--- src/rtl/bus_pkg.sv ---
// Shared definitions for the serial bus master port: slave selects, FSM states, frame length.
// No logic; no latency; no backpressure.
package bus_pkg;

    localparam logic [1:0] SEL_S1  = 2'd0;
    localparam logic [1:0] SEL_S2  = 2'd1;
    localparam logic [1:0] SEL_S3  = 2'd2;
    localparam logic [1:0] SEL_BAD = 2'd3;

    typedef enum logic [3:0] {
        ST_IDLE,
        ST_ARB,
        ST_SEL1,
        ST_SEL0,
        ST_CONN,
        ST_WAIT,
        ST_SHIFT,
        ST_RELEASE,
        ST_ERR
    } state_t;

    // Address and data travel side by side, so the frame is as long as the wider field.
    function automatic int frame_len(input int addr_w, input int data_w);
        return (addr_w > data_w) ? addr_w : data_w;
    endfunction

endpackage

--- src/rtl/bus_master_port_if.sv ---
// Host request/response and arbiter-facing serial signals of one bus master port.
// Pure wiring; no latency; host side is valid/ready, bus side follows m_ready.
interface bus_master_port_if #(
    parameter int ADDR_W = 12,
    parameter int DATA_W = 8
);

    logic              req_valid;
    logic              req_ready;
    logic [1:0]        req_slave;
    logic [ADDR_W-1:0] req_addr;
    logic [DATA_W-1:0] req_data;
    logic              done;
    logic              err;

    logic              m_request;
    logic              m_address_valid;
    logic              m_address;
    logic              m_data;
    logic              m_valid;
    logic              m_available;
    logic              m_ready;

    modport master (
        input  req_valid, req_slave, req_addr, req_data, m_available, m_ready,
        output req_ready, done, err,
        output m_request, m_address_valid, m_address, m_data, m_valid
    );

    modport slave (
        output req_valid, req_slave, req_addr, req_data, m_available, m_ready,
        input  req_ready, done, err,
        input  m_request, m_address_valid, m_address, m_data, m_valid
    );

endinterface

--- src/rtl/bus_piso.sv ---
// Parallel-in serial-out shifter, LSB first; zeros fill from the top so bits past W read 0.
// Load takes effect next cycle; i_en advances one bit per cycle, holds when low.
module bus_piso #(
    parameter int W = 8
) (
    input  logic         clk,
    input  logic         reset,
    input  logic         i_load,
    input  logic         i_en,
    input  logic [W-1:0] i_dat,
    output logic         o_bit
);

    logic [W-1:0] r_sh;

    always_ff @(posedge clk) begin
        if (reset) begin
            r_sh <= '0;
        end else if (i_load) begin
            r_sh <= i_dat;
        end else if (i_en) begin
            r_sh <= {1'b0, r_sh[W-1:1]};
        end
    end

    assign o_bit = r_sh[0];

endmodule

--- src/rtl/bus_master_port.sv ---
// Master port: arbitrate, send 2-bit select, stream address/data bits; optional BUS_MASTER_TIMEOUT_EN.
// First frame bit 6 cycles after accept when uncontended; done after N accepted bits.
// Frame bits stall while m_ready is low; host sees req_ready only in IDLE.
module bus_master_port
    import bus_pkg::*;
#(
    parameter int ADDR_W  = 12,
    parameter int DATA_W  = 8,
    parameter int TIMEOUT = 16
) (
    input  logic              clk,
    input  logic              reset,
    bus_master_port_if.master bus
);

    localparam int                N        = frame_len(ADDR_W, DATA_W);
    localparam int                CNT_W    = $clog2(N + 1);
    localparam logic [CNT_W-1:0]  LAST_BIT = CNT_W'(N - 1);

    state_t           r_state;
    state_t           w_state_nxt;
    logic [1:0]       r_sel;
    logic [CNT_W-1:0] r_bit_cnt;
    logic             w_accept;
    logic             w_shift_en;
    logic             w_timeout;
    logic             w_addr_bit;
    logic             w_data_bit;

    assign w_accept   = (r_state == ST_IDLE) && bus.req_valid;
    assign w_shift_en = (r_state == ST_SHIFT) && bus.m_ready;

`ifdef BUS_MASTER_TIMEOUT_EN
    localparam int TO_W = $clog2(TIMEOUT + 1);

    logic [TO_W-1:0] r_to_cnt;
    logic            w_stalled;

    // Counts consecutive not-ready cycles; any ready cycle or leaving WAIT/SHIFT restarts it.
    assign w_stalled = ((r_state == ST_WAIT) || (r_state == ST_SHIFT)) && !bus.m_ready;
    assign w_timeout = w_stalled && (r_to_cnt == TO_W'(TIMEOUT - 1));

    always_ff @(posedge clk) begin
        if (reset || !w_stalled) begin
            r_to_cnt <= '0;
        end else begin
            r_to_cnt <= r_to_cnt + 1'b1;
        end
    end
`else
    logic w_unused_timeout;

    assign w_timeout        = 1'b0;
    assign w_unused_timeout = (TIMEOUT > 0);
`endif

    always_ff @(posedge clk) begin
        if (reset) begin
            r_state <= ST_IDLE;
        end else begin
            r_state <= w_state_nxt;
        end
    end

    always_ff @(posedge clk) begin
        if (reset) begin
            r_sel <= '0;
        end else if (w_accept) begin
            r_sel <= bus.req_slave;
        end
    end

    always_ff @(posedge clk) begin
        if (reset || (r_state == ST_WAIT)) begin
            r_bit_cnt <= '0;
        end else if (w_shift_en) begin
            r_bit_cnt <= r_bit_cnt + 1'b1;
        end
    end

    bus_piso #(.W(ADDR_W)) u_addr_piso (
        .clk    (clk),
        .reset  (reset),
        .i_load (w_accept),
        .i_en   (w_shift_en),
        .i_dat  (bus.req_addr),
        .o_bit  (w_addr_bit)
    );

    bus_piso #(.W(DATA_W)) u_data_piso (
        .clk    (clk),
        .reset  (reset),
        .i_load (w_accept),
        .i_en   (w_shift_en),
        .i_dat  (bus.req_data),
        .o_bit  (w_data_bit)
    );

    // m_address_valid is confined to ARB so the arbiter samples the select only once per attempt.
    always_comb begin
        w_state_nxt         = r_state;
        bus.req_ready       = 1'b0;
        bus.done            = 1'b0;
        bus.err             = 1'b0;
        bus.m_request       = 1'b0;
        bus.m_address_valid = 1'b0;
        bus.m_address       = 1'b0;
        bus.m_data          = 1'b0;
        bus.m_valid         = 1'b0;

        case (r_state)
            ST_IDLE: begin
                bus.req_ready = 1'b1;
                if (bus.req_valid) begin
                    w_state_nxt = (bus.req_slave == SEL_BAD) ? ST_ERR : ST_ARB;
                end
            end
            ST_ARB: begin
                bus.m_request       = 1'b1;
                bus.m_address_valid = 1'b1;
                bus.m_address       = r_sel[1];
                if (bus.m_available) begin
                    w_state_nxt = ST_SEL1;
                end
            end
            ST_SEL1: begin
                bus.m_request = 1'b1;
                bus.m_address = r_sel[1];
                w_state_nxt   = bus.m_available ? ST_SEL0 : ST_ARB;
            end
            ST_SEL0: begin
                bus.m_request = 1'b1;
                bus.m_address = r_sel[0];
                w_state_nxt   = ST_CONN;
            end
            ST_CONN: begin
                bus.m_request = 1'b1;
                w_state_nxt   = ST_WAIT;
            end
            ST_WAIT: begin
                bus.m_request = 1'b1;
                if (bus.m_ready) begin
                    w_state_nxt = ST_SHIFT;
                end else if (w_timeout) begin
                    w_state_nxt = ST_ERR;
                end
            end
            ST_SHIFT: begin
                bus.m_request = 1'b1;
                bus.m_valid   = 1'b1;
                bus.m_address = w_addr_bit;
                bus.m_data    = w_data_bit;
                if (bus.m_ready && (r_bit_cnt == LAST_BIT)) begin
                    w_state_nxt = ST_RELEASE;
                end else if (w_timeout) begin
                    w_state_nxt = ST_ERR;
                end
            end
            ST_RELEASE: begin
                bus.done    = 1'b1;
                w_state_nxt = ST_IDLE;
            end
            ST_ERR: begin
                bus.err     = 1'b1;
                w_state_nxt = ST_IDLE;
            end
            default: begin
                w_state_nxt = ST_IDLE;
            end
        endcase
    end

endmodule

--- src/flat_wrapper.sv ---
// flat-port wrapper written by rule: the top's interface ports become plain ports
module bus_master_port_flat import bus_pkg::*;
#(
    parameter int ADDR_W  = 12,
    parameter int DATA_W  = 8,
    parameter int TIMEOUT = 16
)
  (clk, reset, bus_req_valid, bus_req_slave, bus_req_addr, bus_req_data, bus_m_available, bus_m_ready, bus_req_ready, bus_done, bus_err, bus_m_request, bus_m_address_valid, bus_m_address, bus_m_data, bus_m_valid);
  bus_master_port_if #(.ADDR_W(ADDR_W), .DATA_W(DATA_W)) bus_i ();
  input  logic clk;
  input  logic reset;
  input wire logic [$bits(bus_i.req_valid)-1:0] bus_req_valid;
  input wire logic [$bits(bus_i.req_slave)-1:0] bus_req_slave;
  input wire logic [$bits(bus_i.req_addr)-1:0] bus_req_addr;
  input wire logic [$bits(bus_i.req_data)-1:0] bus_req_data;
  input wire logic [$bits(bus_i.m_available)-1:0] bus_m_available;
  input wire logic [$bits(bus_i.m_ready)-1:0] bus_m_ready;
  output wire logic [$bits(bus_i.req_ready)-1:0] bus_req_ready;
  output wire logic [$bits(bus_i.done)-1:0] bus_done;
  output wire logic [$bits(bus_i.err)-1:0] bus_err;
  output wire logic [$bits(bus_i.m_request)-1:0] bus_m_request;
  output wire logic [$bits(bus_i.m_address_valid)-1:0] bus_m_address_valid;
  output wire logic [$bits(bus_i.m_address)-1:0] bus_m_address;
  output wire logic [$bits(bus_i.m_data)-1:0] bus_m_data;
  output wire logic [$bits(bus_i.m_valid)-1:0] bus_m_valid;
  assign bus_i.req_valid = bus_req_valid;
  assign bus_i.req_slave = bus_req_slave;
  assign bus_i.req_addr = bus_req_addr;
  assign bus_i.req_data = bus_req_data;
  assign bus_i.m_available = bus_m_available;
  assign bus_i.m_ready = bus_m_ready;
  assign bus_req_ready = bus_i.req_ready;
  assign bus_done = bus_i.done;
  assign bus_err = bus_i.err;
  assign bus_m_request = bus_i.m_request;
  assign bus_m_address_valid = bus_i.m_address_valid;
  assign bus_m_address = bus_i.m_address;
  assign bus_m_data = bus_i.m_data;
  assign bus_m_valid = bus_i.m_valid;
  bus_master_port #(.ADDR_W(ADDR_W), .DATA_W(DATA_W), .TIMEOUT(TIMEOUT)) u_core (.clk(clk), .reset(reset), .bus(bus_i));
endmodule
--- config.mk ---
export PLATFORM = sky130hd
export DESIGN_NAME = bus_master_port_flat
export DESIGN_NICKNAME = d
export VERILOG_FILES = /design/src/rtl/bus_pkg.sv /design/src/rtl/bus_master_port_if.sv /design/src/rtl/bus_piso.sv /design/src/rtl/bus_master_port.sv /design/src/flat_wrapper.sv
export SDC_FILE = /design/constraint.sdc
export NUM_CORES = 1
export LEC_CHECK = 0
export ABC_AREA = 0
export CELL_PAD_IN_SITES_DETAIL_PLACEMENT = 1
export CELL_PAD_IN_SITES_GLOBAL_PLACEMENT = 2
export CORE_UTILIZATION = 30
export DETAILED_ROUTE_END_ITERATION = 6
export PLACE_DENSITY = 0.86
export SLEW_MARGIN = 0
export SYNTH_ARGS = -nofsm -noshare
export SYNTH_HDL_FRONTEND = slang
export SYNTH_SLANG_ARGS = --single-unit
--- constraint.sdc ---
create_clock -name clk -period 1.66 [get_ports clk]
set_input_delay 0.332 -clock clk [delete_from_list [all_inputs] [get_ports clk]]
set_output_delay 0.332 -clock clk [all_outputs]
set_load 0.01 [all_outputs]
==> flow_summary.ini <==
[outcome]
status = finished with violations
violations = negative setup slack

[yosys]
yosysTopAreaCell = dfxtp_1
synth-edff-count = 0
synth.avg_cell_area_um2 = 8.73
synth-simple-area-share = 0.110
synth.top_cell.area_share = 0.351
synth_top_family_by_area = compound AO/OA/AOI/OAI gates
yosys_register_bits = 30
synth_compound_area_frac = 0.405
syn_inst = 196
yosys-mux-area-fraction = 0.00658
dominantRegCellSynth = dfxtp_1
yosysMostFrequentCell = dfxtp_1
synthesis.nets = 224
synthArstFlopShare = 0
yosys_warnings = 0
synth-adder-area-share = 0.00732
seq_area_frac_synth = 0.351
synth_xor_area_frac = 0.0102
yosys.cell_types.count = 39
netlist_top_cells_count = dfxtp_1, a21oi_1, o21ai_0, a32oi_1, o31ai_1
synth.area.top_cells = dfxtp_1, a32oi_1, a21oi_1, o31ai_2, o21ai_0
synth_area_um2 = 1710

[sta]
tns_ns = -0.106
min_period_over_period = 1.03
skew_ns = 0.00483
fmax_mhz = 583
slew_headroom = 0.752
setup_violations = 2
setup_ws_ns = -0.0543
fin_crit_ns = 1.71
worst_hold_slack_ns = 0.472
max_slew.worst_pin.slew_ns = 0.370
hold_violations = 0
slew_violations = 0
rsz0062_at_grt = true

[cells_and_area]
n_fill_cell = 640
layout.cells.non_filler = 325
drive_gt1_frac = 0.328
diodes = 0
postLayoutCellArea_um2 = 2530
area_growth_pct = 47.8
nNetsFinal = 280
post-route-util = 0.459

[worst_setup_path]
critPathMaxFanout = 3
critPathSlowestCell = or4_4
path_cells = or4_4 -> clkinv_8 -> buf_6
crit_family = simple AND/OR/NAND/NOR gates
cp.arrival_ns = 1.38
endpoint_kind = output pin
path_buf_inv = 2
cp_data_required_time_ns = 1.33
startpoint_type = flip-flop
critPathMaxStageDelay_ns = 0.59
path_class = flip-flop to output pin

[placement]
dp.cells = 311
routabilityCongestion = 0.811
hpwl_mm = 3.48
numPortBuffers = 34
dpl-instance-area_um2 = 2250
post-place-ws_ns = -0.246

[clock_network]
cts.clk_slew.worst_paths_ns = 0.07
root_buffer = clkbuf_8
numCtsBuffers = 5
cts_tree = built
htreeDepth = 2
tritoncts_num_sinks = 30
insertion_delay_ns = 0.29
cts_buffer_depth = 2
cts_hold_buf = 0

[routing]
drtAntennaViolNets = 0
first_pass_iters = 4
route.vias.total = 1782
avgRoutedWirePerCell_um = 16.3
via_per_inst = 5.48
drt-total-wl_mm = 5.29
drtIter0Drc = 119
drc_errors = 0

[pwr]
p_int_mw = 1.90
pwr-share-seq = 0.323
fin_total_pwr_mw = 2.74
p_leak_nw = 0.923
ir_worst_vdd_mv = 0.392
switchingPower_mw = 0.840
combPwrFrac = 0.333
powerDensity_nw_per_um2 = 1080
sw_frac_of_total = 0.307
clockPowerShare = 0.344

[grt]
antenna_found_initial = 0
grt_pass1_wl_mm = 8.81
grt_pass1_vias = 1805
overflow = 0
grt.total_usage = 0.186
grt_max_degree = 28

[die]
die_height_um = 77.5
num_rows = 27
die_area_um2 = 6010
ioPinCount = 35
die_w_um = 77.5
core_area_um2 = 5510
start_util = 0.311

[worst_hold_path]
hp-class = flip-flop to flip-flop

[job]
drv_cap = 0
[final timing paths]
check             slack (ns)  cells past startpoint                          to                  startpoint
setup / recovery       -0.05                      3               bus_req_ready           u_core.r_state[0]
hold / removal          0.47                      2  u_core.u_data_piso.r_sh[0]  u_core.u_data_piso.r_sh[0]
setup reg to reg        0.07                      4  u_core.u_addr_piso.r_sh[0]           u_core.r_state[0]
hold reg to reg         0.47                      2  u_core.u_data_piso.r_sh[0]  u_core.u_data_piso.r_sh[0]
[placed cells by master (no fill, tap or decap), types with 2 or more instances in the layout]
cell and instances:
o31ai_1 10, or4_1 2, dfxtp_1 27, buf_6 11
nand3_1 6, bufinv_16 2, nor3_2 3, a32oi_1 18
nand2_1 3, o21ai_0 22, inv_1 6, clkbuf_8 6
dfxtp_2 2, nor4_1 2, o31ai_2 11, o221ai_1 2
buf_2 5, clkdlybuf4s50_1 26, nor3_1 3, a21oi_1 28
buf_4 31
[metal layers]
layer	share of wire	track usage	vias up
met5	0	0	-
met4	0.014	0.0698	0
met2	0.49	0.310	33
li1	-	-	878
met3	0.031	0.0365	6
met1	0.46	0.236	865
[worst min-delay path, cell delays in order (launching register included)]
cell	delay, ns
dfxtp_1	0.31
o21ai_0	0.06
a21oi_1	0.06
[state kept, by name (all words and copies together) (netlist names)]
| register | cells |
|---|---|
| u_core.r_state | 4 |
| u_core.r_bit_cnt | 4 |
| u_core.u_data_piso.r_sh | 8 |
| u_core.u_addr_piso.r_sh | 12 |
| u_core.r_sel | 2 |
[final cells by class]
type                       count  area, µm²  area share
inverter                       9       48.8      0.0193
tap                           72       90.1      0.0356
clock inverter                 2       60.1      0.0238
clock buffer                   6       82.6      0.0327
timing repair buffer          74        657       0.260
multi-input combinational    132        982       0.389
sequential                    30        607       0.240
[power by group through the flow]
stage	Sequential [mW]	Combinational, mW	Clock, mW
6_report	0.885	0.911	0.942
5_1_grt	0.897	1.00	0.989
4_1_cts	0.886	0.863	0.957
3_5_place_dp	0.892	0.822	0
3_3_place_gp	0.887	0.811	0
2_1_floorplan	0.881	0.577	0
[cell families (layout without fill, tap and decap cells)]
family,count (synthesis),in the layout
compound gates,98,98
xor+xnor,2,2
fa+ha+maj,1,1
buf+inv,34,91
flops,30,30
mux,1,1
simple gates,30,30
[what timing repair did]
action / 4_1_cts / 5_1_grt
hold endpoints to repair: 0 / 0
gates resized for setup: 48 / 16
buffers inserted: 4 / 2
pin swaps: 3 / 1
endpoints found under the setup margin: 20 / 19
Note: power is estimated with default switching activity, not from simulation.
